===== src/rtl/beam_coeff_scheduler.sv =====
// beam_coeff_scheduler: ping/pong coefficient bank sequencer feeding the beamformer core.
// Optional feature macro: SAMPLE_DROP_CNT_EN adds drop_count_o (rejected sample-set counter).
module beam_coeff_scheduler #(
   parameter  int MAX_BEAMS       = 8,
   parameter  int NUM_CH_PER_LANE = 4,
   parameter  int COEFF_WIDTH     = 16,
   parameter  int BEAM_W          = 3,
   localparam int W               = NUM_CH_PER_LANE * 2 * COEFF_WIDTH
) (
   input  logic              core_clk,
   input  logic              core_rst,
   input  logic              sample_valid_i,
   output logic              sample_ready_o,
   output logic [W-1:0]      coeff_data_o,
   output logic              coeff_valid_o,
   input  logic              coeff_ready_i,
   output logic [BEAM_W-1:0] coeff_beam_o,
   output logic              coeff_last_o,
   input  logic              cfg_wr_en_i,
   input  logic [BEAM_W-1:0] cfg_wr_addr_i,
   input  logic [W-1:0]      cfg_wr_data_i,
   input  logic [BEAM_W:0]   cfg_num_beams_i,
   input  logic              cfg_commit_i,
   output logic              cfg_busy_o,
   output logic              active_bank_o,
   output logic [15:0]       frame_count_o
`ifdef SAMPLE_DROP_CNT_EN
   ,
   output logic [15:0]       drop_count_o
`endif
);

   localparam int NB_W = BEAM_W + 1;
   localparam int AW   = (MAX_BEAMS > 1) ? $clog2(MAX_BEAMS) : 1;

   localparam logic [NB_W-1:0] NB_ONE = NB_W'(1);
   localparam logic [NB_W-1:0] NB_MAX = NB_W'(MAX_BEAMS);

   localparam logic [1:0] S_IDLE  = 2'd0;
   localparam logic [1:0] S_SWAP  = 2'd1;
   localparam logic [1:0] S_ISSUE = 2'd2;

   logic [1:0]        state_q, state_d;
   logic [BEAM_W-1:0] beam_q, beam_d;
   logic              active_q, active_d;
   logic [NB_W-1:0]   nact_q, nact_d;
   logic [NB_W-1:0]   nshd_q, nshd_d;
   logic              busy_q, busy_d;
   logic [15:0]       frame_q, frame_d;

   logic [W-1:0]      bank_q [2][MAX_BEAMS];

   logic              issue;
   logic              is_last;
   logic              wr_ok;
   logic              cm_ok;
   logic [NB_W-1:0]   nb_clamp;

   assign issue   = (state_q == S_ISSUE);
   assign is_last = ({1'b0, beam_q} == (nact_q - NB_ONE));

   // The shadow bank is frozen between commit and swap.
   assign wr_ok = cfg_wr_en_i && !busy_q
                  && ({1'b0, cfg_wr_addr_i} < NB_MAX);
   assign cm_ok = cfg_commit_i && !busy_q;

   // Clamp the requested beam count into 1..MAX_BEAMS.
   always_comb begin
      nb_clamp = cfg_num_beams_i;
      if (cfg_num_beams_i == '0) begin
         nb_clamp = NB_ONE;
      end else if (cfg_num_beams_i > NB_MAX) begin
         nb_clamp = NB_MAX;
      end
   end

   // Sequencer next state: accept a set, walk its beams, swap banks between sets.
   always_comb begin
      state_d  = state_q;
      beam_d   = beam_q;
      active_d = active_q;
      nact_d   = nact_q;
      nshd_d   = nshd_q;
      busy_d   = busy_q;
      frame_d  = frame_q;
      unique case (state_q)
         S_IDLE: begin
            if (busy_q) begin
               state_d = S_SWAP;
            end else if (sample_valid_i) begin
               state_d = S_ISSUE;
               beam_d  = '0;
            end
         end
         S_SWAP: begin
            active_d = ~active_q;
            nact_d   = nshd_q;
            busy_d   = 1'b0;
            state_d  = S_IDLE;
         end
         S_ISSUE: begin
            if (coeff_ready_i) begin
               if (is_last) begin
                  state_d = S_IDLE;
                  beam_d  = '0;
                  frame_d = frame_q + 16'd1;
               end else begin
                  beam_d = beam_q + BEAM_W'(1);
               end
            end
         end
         default: begin
            state_d = S_IDLE;
         end
      endcase
      if (cm_ok) begin
         busy_d = 1'b1;
         nshd_d = nb_clamp;
      end
   end

   // Control registers; reset aborts any set in flight without counting it.
   always_ff @(posedge core_clk) begin
      if (core_rst) begin
         state_q  <= S_IDLE;
         beam_q   <= '0;
         active_q <= 1'b0;
         nact_q   <= NB_ONE;
         nshd_q   <= NB_ONE;
         busy_q   <= 1'b0;
         frame_q  <= '0;
      end else begin
         state_q  <= state_d;
         beam_q   <= beam_d;
         active_q <= active_d;
         nact_q   <= nact_d;
         nshd_q   <= nshd_d;
         busy_q   <= busy_d;
         frame_q  <= frame_d;
      end
   end

   // Coefficient banks; only the shadow (inactive) bank takes host writes.
   always_ff @(posedge core_clk) begin
      if (core_rst) begin
         for (int b = 0; b < 2; b++) begin
            for (int i = 0; i < MAX_BEAMS; i++) begin
               bank_q[b][i] <= '0;
            end
         end
      end else if (wr_ok) begin
         bank_q[~active_q][cfg_wr_addr_i[AW-1:0]] <= cfg_wr_data_i;
      end
   end

   assign sample_ready_o = (state_q == S_IDLE) && !busy_q && !core_rst;
   assign coeff_valid_o  = issue;
   assign coeff_data_o   = bank_q[active_q][beam_q[AW-1:0]];
   assign coeff_beam_o   = beam_q;
   assign coeff_last_o   = issue && is_last;
   assign cfg_busy_o     = busy_q;
   assign active_bank_o  = active_q;
   assign frame_count_o  = frame_q;

`ifdef SAMPLE_DROP_CNT_EN
   logic [15:0] drop_q;

   // Count offered sample sets the scheduler could not take, saturating.
   always_ff @(posedge core_clk) begin
      if (core_rst) begin
         drop_q <= '0;
      end else if (sample_valid_i && !sample_ready_o
                   && (drop_q != 16'hFFFF)) begin
         drop_q <= drop_q + 16'd1;
      end
   end

   assign drop_count_o = drop_q;
`endif

endmodule


===== config.mk =====
export PLATFORM = sky130hd
export DESIGN_NAME = beam_coeff_scheduler
export DESIGN_NICKNAME = d
export VERILOG_FILES = /design/src/rtl/beam_coeff_scheduler.sv
export SDC_FILE = /design/constraint.sdc
export NUM_CORES = 2
export LEC_CHECK = 0
export BUFFER_PORTS_ARGS = -buffer_cell sky130_fd_sc_hd__buf_4
export CAP_MARGIN = 25
export CORE_MARGIN = 3
export CORE_UTILIZATION = 55
export DETAILED_ROUTE_END_ITERATION = 7
export PLACE_DENSITY = 0.8
export SKIP_CTS_REPAIR_TIMING = 1
export SLEW_MARGIN = 20
export SYNTH_ARGS = -nofsm -noshare
export SYNTH_HDL_FRONTEND = slang
export SYNTH_SLANG_ARGS = --single-unit

===== constraint.sdc =====
create_clock -name core_clk -period 13.9 [get_ports core_clk]
set_input_delay 2.78 -clock core_clk [delete_from_list [all_inputs] [get_ports core_clk]]
set_output_delay 2.78 -clock core_clk [all_outputs]
set_load 0.05 [all_outputs]

# Word level (Yosys, flattened, before mapping)
# Memories as Yosys holds them, arrays and structs flattened. A register that Yosys moved wholly into a read port is not among the register bits.
# Cells that the tools add are included.
word_totals:
  reg_bits: 31
  mem_bits_rw: 2048
  in_bits: 141
  output_inout_bits: 152
  word_cells: 71
  memories: 1
classes:
  n_addsub: 3
  n_lt_le_gt_ge: 4
  n_eq_ne: 8
  muxes: 29
  n_bitwise: 3
  reduce_logical: 16
memory_table:
  columns: ["memory", "depth", "word_bits", "rd", "rd_ports_with_merged_regs", "write_ports", "line", "source"]
  rows:
  - ["bank_q", 2, 1024, 1, 1, 2, "51", "logic [W-1:0] bank_q [2][MAX_BEAMS];"]
ops:
  columns: ["operator", "count"]
  rows:
  - ["two-way mux 1024 bit", 3]
  - ["OR reduction 1024 bit", 1]
  - ["binary-select mux 128 bit (select 3 bit)", 1]
  - ["demux 128 bit (select 3 bit)", 1]
  - ["two-way mux 128 bit", 3]
  - ["adder 16 x 1 -> 16 bit, second input constant", 1]
  - ["two-way mux 3 bit", 4]
  - ["two-way mux 1 bit", 9]
  - [">= comparator 4 bit, second input constant", 2]
  - ["two-way mux 2 bit", 4]
  - ["two-way mux 4 bit", 2]
  - ["inverter 3 -> 4 bit", 2]
  - ["logical AND 1 bit", 6]
  - ["inequality test 2 bit, second input constant", 3]
  - ["one-hot mux 3 bit (2 select lines)", 1]
  - ["AND reduction 3 bit", 2]
  - ["== test 3 x 4 -> 1 bit", 1]
  - ["greater-than comparator 4 bit, second input constant", 1]
  - ["logical NOT 4 bit", 1]
  - ["less-than comparator 4 x 1 -> 1 bit, second input constant", 1]
  - ["one-hot mux 2 bit (2 select lines)", 1]
  - ["AND reduction 4 bit", 1]
  - ["nonzero test 2 bit", 2]
  - ["subtractor 4 x 1 -> 4 bit, second input constant", 1]
  - ["other kinds (8)", 9]

# Depth between registers and ports, before layout
logic_depth:
  word_depth: 8
  depth_mapped: 9
  ltp_nobuf: 7

# Least setup slack after synthesis
# Ideal clock, no wire load.
synth_timing:
  kind: "input to register"
  from: "in core_rst"
  to: "mem bank_q[1][0] (netlist name), enable pin"
  setup_time_ns: 0.657
  t_arrival_ns: 9.896
  required_ns: 13.243
  slack_ns: 3.346
  cell_stages: 5
  n_path_buf: 2
  path_cell_list: "buf_2 nor3b_2 clkbuf_1 a21oi_1 a21oi_1"
synth_rtl:
  columns: ["element", "line", "source"]
  rows:
  - ["from (decl)", "11", "input logic core_rst,"]
  - ["to (decl)", "51", null]

==> results.toml <==
[outcome]
status = "complete, no violations"

[floorplanning]
die_y_microns = 402.2
die_area_sq_mm = 0.1618
coreArea_sq_mm = 0.1549
fp.dieW_microns = 402.2
start_util = 0.5573
pin_count = 293
num_rows = 144

[yosys]
ys_seq_elements = 2080
synth_flop_cell = "edfxtp_1"
synth.avg_cell_area_sq_um = 18.76
synth_largest_area_cell = "edfxtp_1"
ys_seq_area_frac = 0.7196
synth_cells = 4604
yosys_warnings = 0
netlist_top_cells_count = "edfxtp_1, and2_1, mux4_2"
synth_top_area_share = 0.7122
synth.cell_area_sq_mm = 0.08635
synthArstFlopShare = 0
synth.most_common_cell = "edfxtp_1"
synth.area.top_cells = "edfxtp_1, mux4_2, and2_1, nor2_1, clkbuf_1"
synthesis.nets = 4748
yosysUniqueCellTypes = 43
synth_edf_count = 2048

[detailed_routing]
wl_microns = 217100
drcViolationCount = 0
postRouteAntennaNets = 0
num_vias = 45030
wl_per_cell_microns = 30.53
drtIter0Drc = 5821
first_pass_iters = 5
avgViaCountPerCell = 6.331

[timing]
slew_viol_final = 0
tns_ns = 0
setup_viol = 0
relSlewSlack = 0.2330
worstMarginPinSlew_ns = 1.150
fin_crit_sh = 0.5472
post-route-min-period_ns = 7.606
clock_skew_ns = 0.02700
hold_violations = 0
rsz0062_at_grt = "false"
fmax_mhz = 131.5

[clock_network]
htreeDepth = 4
cts_made_buffers = 201
cts_buffer_depth = 3
numClockSinks = 2080
cts_tree = "built"
clock_latency_ns = 0.82
root_buffer = "clkbuf_16"
path_clk_slew_ns = 0.06

[grt]
grt_pass1_vias = 47280
grt_max_degree = 142
grt.overflow.total = 0
antenna_found_initial = 31
grt_pass1_wl_microns = 320900
grt_usage = 0.2722

[critical_path]
r2r_setup_slack_ns = 8.15
crit_type = "in -> reg"
critPathRequiredTime_ns = 14.33
arrival_ns = 8.03
worstSetupEndpointType = "flop"
path_max_fanout = 141
reg2reg_from = "cfg_busy_o"
start_kind = "input pin"
crit_start = "core_rst"

[layout]
utilization = 0.6285
area_growth_pct = 12.77
fin_cells = 7112
drive_above_1_share = 0.2596
nNetsFinal = 5026

[worst_hold_path]
hold_path.class = "reg -> reg"
worstHoldStart = "frame_count_o[13]"

[placement]
routabilityCongestion = 0.7597
numPortBuffers = 292
dpl.hpwl_microns = 111100
dp.cells = 6713

[power]
power_leakage_uw = 0.03439
power_density_mw_per_mm2 = 139.8
irDropWorstVdd_v = 0.0001389

[flow_run]
cap_violations = 0
cell type report:
class	count	area [sq um]
Sequential cell	2080	62150
Fill cell	10150	57570
Multi-Input combinational cell	2090	22680
Clock buffer	252	5306
Timing Repair Buffer	372	3128
Tap cell	2044	2557
Clock inverter	116	984.7
Inverter	137	514.2
Antenna cell	21	52.55
power breakdown:
part,leakage (uW),switching [uW],internal [uW]
Combinational,0.00996,635,329
Clock,0.00306,2310,2970
Sequential,0.0214,101,7270
registers in the layout (all words and copies together), names as in the netlist, named ones only:
name           flops
active_bank_o      1
nact_q             4
nshd_q             4
state_q            2
coeff_beam_o       3
frame_count_o     16
cfg_busy_o         1
bank_q          2048
layer usage:
metal	vias to the layer above	track usage	part of all wire
li1	18370	-	-
met1	23550	0.3555	0.36
met2	2677	0.4583	0.51
met3	415	0.04850	0.095
met4	14	0.1096	0.035
met5	-	0	0.00037
worst paths after layout:
path / cells past startpoint / end
worst max-delay path: 9 / bank_q[0][812]
worst min-delay path: 2 / frame_count_o[13]
worst max register to register: 8 / bank_q[0][812]
worst min register to register: 2 / frame_count_o[13]
cell usage in the layout (no fill, tap or decap), drive strengths merged, types with 10 or more instances in the layout:
cell / count
and2: 896
nand3: 15
inv: 143
mux4: 640
bufinv: 15
a21oi: 27
o21ai: 10
nor2: 284
buf: 372
o31ai: 10
nand2: 142
clkbuf: 252
clkinv: 91
diode: 21
dfxtp: 32
edfxtp: 2048
logic make-up after synthesis:
family          Yosys count  synth area share
fa+ha+maj                 3         0.0004347
mux                     645            0.1675
xor+xnor                  5         0.0005072
compound gates           52          0.003565
buf+inv                 434           0.01989
flops                  2080            0.7196
simple gates           1385           0.08846
stage by stage:
stage / worst slack, ns / hold slack, ns / total power [uW] / cell area [sq um]
after floorplan: 3.346 / 0.4335 / 8091 / 86350
after global placement: 5.400 / 0.4659 / 8415 / 90750
after detailed placement: 5.389 / 0.4884 / 8458 / 90780
after CTS: 5.982 / 0.4982 / 13650 / 97070
after global routing: 6.036 / 0.5165 / 13980 / 97360
final: 6.294 / 0.4985 / 13620 / 97380
critical path, cell delays in order:
cell,delay [ns]
buf_4,0.27
nor3b_4,0.31
buf_12,0.68
nand2_1,0.37
nor4b_4,0.28
buf_4,0.79
or2_4,0.82
buf_4,0.73
buf_4,0.79
(Power assumes the default switching activity.)
